File: config.mk
export PLATFORM = sky130hd
export DESIGN_NAME = field_splitter_pipe
export DESIGN_NICKNAME = d
export VERILOG_FILES = /design/src/rtl/field_splitter_pipe.sv
export SDC_FILE = /design/constraint.sdc
export NUM_CORES = 1
export LEC_CHECK = 0
export ABC_AREA = 1
export CAP_MARGIN = 20
export CORE_MARGIN = 5
export CORE_UTILIZATION = 41
export DETAILED_ROUTE_END_ITERATION = 8
export HOLD_SLACK_MARGIN = 0.12
export PLACE_DENSITY = 0.75
export SYNTH_ARGS = -nofsm -noshare
export SYNTH_HDL_FRONTEND = slang
export SYNTH_SLANG_ARGS = --single-unit
File: constraint.sdc
create_clock -name clk -period 2.4 [get_ports clk]
set_input_delay 0.24 -clock clk [delete_from_list [all_inputs] [get_ports clk]]
set_output_delay 0.24 -clock clk [all_outputs]
set_load 0.05 [all_outputs]
File: src/rtl/field_splitter_pipe.sv
// -----------------------------------------------------------------------------
// field_splitter_pipe
//
// Registered field splitter. Each accepted word is split into an extended
// immediate, an opcode field and a flag bit. The split fields (not the raw
// word) flow through an output register backed by one skid register, so the
// upstream sees a registered ready and full throughput is kept under
// back-pressure. A counter tracks delivered words.
//
// Ports:
//   clk       - clock, rising edge
//   rst_n     - asynchronous active-low reset
//   flush     - synchronous clear of both buffer entries
//   in_word   - word to split
//   in_sext   - 1: sign-extend immediate, 0: zero-extend (captured per word)
//   in_valid  - in_word/in_sext valid
//   in_ready  - block can accept this cycle (registered, = skid empty)
//   imm_out   - extended immediate
//   op_out    - opcode field
//   flag_out  - flag bit
//   out_valid - output fields valid
//   out_ready - downstream accepts
//   word_cnt  - delivered-word count, wraps modulo 2^CNT_W
// -----------------------------------------------------------------------------
module field_splitter_pipe #(
    parameter int DATA_W   = 32,
    parameter int IMM_W    = 16,
    parameter int IMM_LSB  = 0,
    parameter int OP_W     = 8,
    parameter int OP_LSB   = 16,
    parameter int FLAG_BIT = 24,
    parameter int CNT_W    = 8
) (
    input  logic              clk,
    input  logic              rst_n,
    input  logic              flush,
    input  logic [DATA_W-1:0] in_word,
    input  logic              in_sext,
    input  logic              in_valid,
    output logic              in_ready,
    output logic [DATA_W-1:0] imm_out,
    output logic [OP_W-1:0]   op_out,
    output logic              flag_out,
    output logic              out_valid,
    input  logic              out_ready,
    output logic [CNT_W-1:0]  word_cnt
);

    // Parameter sanity checks, evaluated at elaboration.
    if (IMM_W < 1 || IMM_W > DATA_W) begin : g_bad_imm_w
        $error("field_splitter_pipe: IMM_W must be in 1..DATA_W");
    end
    if (IMM_LSB < 0 || IMM_LSB + IMM_W > DATA_W) begin : g_bad_imm_lsb
        $error("field_splitter_pipe: IMM_LSB+IMM_W must not exceed DATA_W");
    end
    if (OP_W < 1 || OP_W > DATA_W) begin : g_bad_op_w
        $error("field_splitter_pipe: OP_W must be in 1..DATA_W");
    end
    if (OP_LSB < 0 || OP_LSB + OP_W > DATA_W) begin : g_bad_op_lsb
        $error("field_splitter_pipe: OP_LSB+OP_W must not exceed DATA_W");
    end
    if (FLAG_BIT < 0 || FLAG_BIT >= DATA_W) begin : g_bad_flag
        $error("field_splitter_pipe: FLAG_BIT must be below DATA_W");
    end
    if (CNT_W < 1) begin : g_bad_cnt_w
        $error("field_splitter_pipe: CNT_W must be at least 1");
    end

    // ---------------------------------------------------------------- extract
    logic [IMM_W-1:0]  w_imm_field;
    logic [DATA_W-1:0] w_imm_ext;
    logic [OP_W-1:0]   w_op;
    logic              w_flag;
    logic              w_unused;

    assign w_imm_field = in_word[IMM_LSB +: IMM_W];
    assign w_op        = in_word[OP_LSB +: OP_W];
    assign w_flag      = in_word[FLAG_BIT];
    // Bits outside the three fields are intentionally ignored.
    assign w_unused    = ^in_word;

    if (IMM_W == DATA_W) begin : g_no_ext
        assign w_imm_ext = w_imm_field;
    end else begin : g_ext
        assign w_imm_ext = {{(DATA_W-IMM_W){in_sext & w_imm_field[IMM_W-1]}}, w_imm_field};
    end

    // -------------------------------------------------------------- handshake
    logic              r_out_valid;
    logic [DATA_W-1:0] r_out_imm;
    logic [OP_W-1:0]   r_out_op;
    logic              r_out_flag;
    logic              r_skid_full;
    logic [DATA_W-1:0] r_skid_imm;
    logic [OP_W-1:0]   r_skid_op;
    logic              r_skid_flag;
    logic [CNT_W-1:0]  r_cnt;

    logic w_in_xfer;
    logic w_out_xfer;
    logic w_out_free;
    logic w_skid_load;

    assign w_in_xfer   = in_valid & ~r_skid_full;
    assign w_out_xfer  = r_out_valid & out_ready;
    // OUT can take a new entry when it is empty or being drained this cycle.
    assign w_out_free  = ~r_out_valid | w_out_xfer;
    assign w_skid_load = ~flush & ~w_out_free & w_in_xfer;

    // ------------------------------------------------------- output / control
    // NOTE: sequential state uses non-blocking assignments so every register
    // samples pre-edge values regardless of block evaluation order.
    always_ff @(posedge clk or negedge rst_n) begin
        if (!rst_n) begin
            r_out_valid <= 1'b0;
            r_skid_full <= 1'b0;
            r_out_imm   <= '0;
            r_out_op    <= '0;
            r_out_flag  <= 1'b0;
        end else if (flush) begin
            // Data registers keep stale contents; only the valid state clears.
            r_out_valid <= 1'b0;
            r_skid_full <= 1'b0;
        end else if (w_out_free) begin
            if (r_skid_full) begin
                // Oldest word first: the skid entry drains before new input.
                r_out_imm   <= r_skid_imm;
                r_out_op    <= r_skid_op;
                r_out_flag  <= r_skid_flag;
                r_out_valid <= 1'b1;
                r_skid_full <= 1'b0;
            end else if (w_in_xfer) begin
                r_out_imm   <= w_imm_ext;
                r_out_op    <= w_op;
                r_out_flag  <= w_flag;
                r_out_valid <= 1'b1;
            end else begin
                r_out_valid <= 1'b0;
            end
        end else if (w_in_xfer) begin
            r_skid_full <= 1'b1;
        end
    end

    // NOTE: the skid payload has no reset; it is only observed once
    // r_skid_full is set, which is itself reset.
    always_ff @(posedge clk) begin
        if (w_skid_load) begin
            r_skid_imm  <= w_imm_ext;
            r_skid_op   <= w_op;
            r_skid_flag <= w_flag;
        end
    end

    // ---------------------------------------------------------------- counter
    // Counts every output transfer, including one coinciding with flush.
    always_ff @(posedge clk or negedge rst_n) begin
        if (!rst_n) begin
            r_cnt <= '0;
        end else if (w_out_xfer) begin
            r_cnt <= r_cnt + 1'b1;
        end
    end

    assign in_ready  = ~r_skid_full;
    assign out_valid = r_out_valid;
    assign imm_out   = r_out_imm;
    assign op_out    = r_out_op;
    assign flag_out  = r_out_flag;
    assign word_cnt  = r_cnt;

endmodule

==> impl_metrics.ini <==
[critical_path]
path_max_fanout = 17
critPathRequiredTime_ps = 2160
worstSetupStartpointType = flop
crit_arrival_ps = 1850
cp_cell_sequence = clkdlybuf4s50_1
reg2reg_slack_ps = 780
cp_slowest_cell = clkdlybuf4s50_1
crit_type = reg -> out
endpoint_kind = output port
crit_buf_inv = 1
slowest_delay_ps = 910
crit_family = buffers and inverters

[timing]
fin_crit_sh_pct = 86.94
relSlewSlack_pct = 44.56
tns_ps = 0
maxSlewViolCount = 0
clock.fmax_mhz = 479.3
clock-skew-final_ps = 8.337
final-hold-violation-count = 0
setup_ws_ps = 313.4
rsz0062_at_grt = no
hold_ws_ps = 478.5
final-setup-viol-count = 0
layout_min_cycle_time_ps = 2087
worst_pin_slew_ps = 831.6

[global_route]
antenna_found_initial = 0
grt_pass1_vias = 2125
grt_pass1_wl_um = 10140
grt_use_total_pct = 15.30
grt_max_degree = 37
grt-ovfl-total = 0

[finish]
most-common-layout-cells = 147 x nand2_1, 79 x clkdlybuf4s50_1, 36 x dfrtp_1, 26 x edfxtp_1, 23 x o21ai_0
diodes = 0
final_common_cell = nand2_1
syn2layout_area_growth_pct = 37.50
drive_gt1_share_pct = 7.880
nets = 402
stdcell_count = 445
fin_area_um2 = 3730
utilization_pct = 58.41

[die]
dieArea_um2 = 8343
ios = 89
start_util_pct = 42.48
core_region_area_um2 = 6386
floorplan.die.height_um = 91.34
die_w_um = 91.34
rows = 29

[logic_synthesis]
ys_seq_area_share_pct = 61.99
ys_top_cells_by_area = dfrtp_1 33%, edfxtp_1 29%, nand2_1 20%, buf_4 5.0%, o21ai_0 4.2%
syn_area_per_cell_um2 = 9.354
syn_inst = 290
ys_seq_elements = 62
yosysUniqueCellTypes = 19
synth_top_cell_by_area = dfrtp_1
ys_warn_count = 0
synth_nets = 329
syn_area_um2 = 2713
synth.top_cell.area_share_pct = 33.21

[place]
dpl_cell_area_um2 = 3506
place.gp.congestion = 0.7606
dp.cells = 428
portBuffers = 81
place_ws_ps = 409.0
dp_hpwl_um = 4200

[power_and_ir_drop]
powerDensity_nw_per_um2 = 916.3
irDropWorstVdd_v = 0.0005386
pwr-share-clk_pct = 28.9
power.switching_mw = 1.217
sw_frac_of_total_pct = 35.62
power.leakage_nw = 1.678
comb_power_share_pct = 32.4
power_mw = 3.418
seqPwrFrac_pct = 38.7
p_int_mw = 2.200

[routing]
drtIter0Drc = 104
drt-wirelength-per-cell_um = 13.75
detail-route-antenna-nets = 0
vias_per_cell = 4.726
drt_wl_total_um = 6118
route.detailed.drc = 0
num_vias = 2103
first_pass_iters = 4

[clock_tree]
clock_latency_ps = 330
cts_root_buffer = clkbuf_8
clock-sinks = 62
cts_resized = 0
cts_max_level = 3
tritoncts = done
clk_path_buf_depth = 2
clkTransAtPathRegs_ps = 60
cts_inserted_buffers = 9

[min_path]
holdCritPathClass = reg -> reg

[job]
maxCapViolCount = 0

[outcome]
status = finished, final reports clean
state kept, by name, indices dropped and copies added (netlist names):
| name | cells |
|---|---|
| op_out | 8 |
| imm_out | 17 |
| r_skid_imm | 17 |
| word_cnt | 8 |
| r_skid_flag | 1 |
| flag_out | 1 |
| out_valid | 1 |
| r_skid_op | 8 |
| r_skid_full | 1 |
power groups by stage:
stage	sequential [mW]	combinational, mW	clock (mW)
after floorplan	1.73	0.350	0
after global placement	1.34	1.10	0
after detailed placement	1.35	1.12	0
after CTS	1.33	1.12	1.00
after global routing	1.34	1.17	1.06
final	1.32	1.11	0.989
cell usage after synthesis:
cell type	number
nand2_1	147
dfrtp_1	36
edfxtp_1	26
o21ai_0	23
buf_4	18
buf_2	7
inv_1	6
o21ai_1	5
nor2_1	4
nand3_1	3
clkbuf_1	2
inv_2	2
nand3b_1	2
nor2_4	2
xnor2_1	2
xor2_1	2
ha_1	1
mux2_2	1
nor3_1	1
cells by family (layout without fill, tap and decap cells):
group,after synthesis,in the layout,share of synthesized area (%)
AO/OA/AOI/OAI,28,28,5.166
adder cells (fa/ha/maj),1,1,0.4612
AND/OR/NAND/NOR,159,159,23.02
XOR/XNOR,4,4,1.292
flip-flops,62,62,61.99
buffers and inverters,35,113,7.657
multiplexers,1,1,0.4151
final cells by class:
class / count / area (um2)
flip-flops and latches: 62 / 1682
inverters: 8 / 30.03
clock inverters: 5 / 72.57
repair buffers: 89 / 878.3
multi-input cells: 193 / 829.5
clock buffers: 11 / 141.4
fillers: 567 / 2656
well taps: 77 / 96.34
worst register-to-register path, stage by stage (launching register included):
cell and delay, ps:
dfrtp_1 430, inv_2 100, nor2_4 30, buf_4 230, nor2_4 540, nand2_1 130, nand2_1 100
final timing paths:
| check | start | end | cells after the start |
|---|---|---|---|
| max | imm_out[30] | imm_out[28] | 1 |
| min | imm_out[7] | imm_out[7] | 2 |
| max reg2reg | out_valid | op_out[6] | 6 |
| min reg2reg | imm_out[7] | imm_out[7] | 2 |
| max in group asynchronous | rst_n | imm_out[8] | 2 |
| min in group asynchronous | rst_n | imm_out[9] | 2 |
metal layers:
| metal | GRT usage (%) | wire length, um | vias up | part of all wire (%) |
|---|---|---|---|---|
| met5 | 0 | 0 | - | 0 |
| met2 | 26.92 | 3203 | 61 | 52 |
| li1 | - | - | 1057 | - |
| met4 | 6.112 | 69 | 0 | 1.1 |
| met3 | 3.802 | 303 | 9 | 5.0 |
| met1 | 17.78 | 2541 | 976 | 42 |
what timing repair did:
item	in CTS	in global routing
endpoints found under the hold margin	36	0
setup buffers	0	0
hold buffers	1	0
No activity file was read; power rests on OpenSTA's default activity.
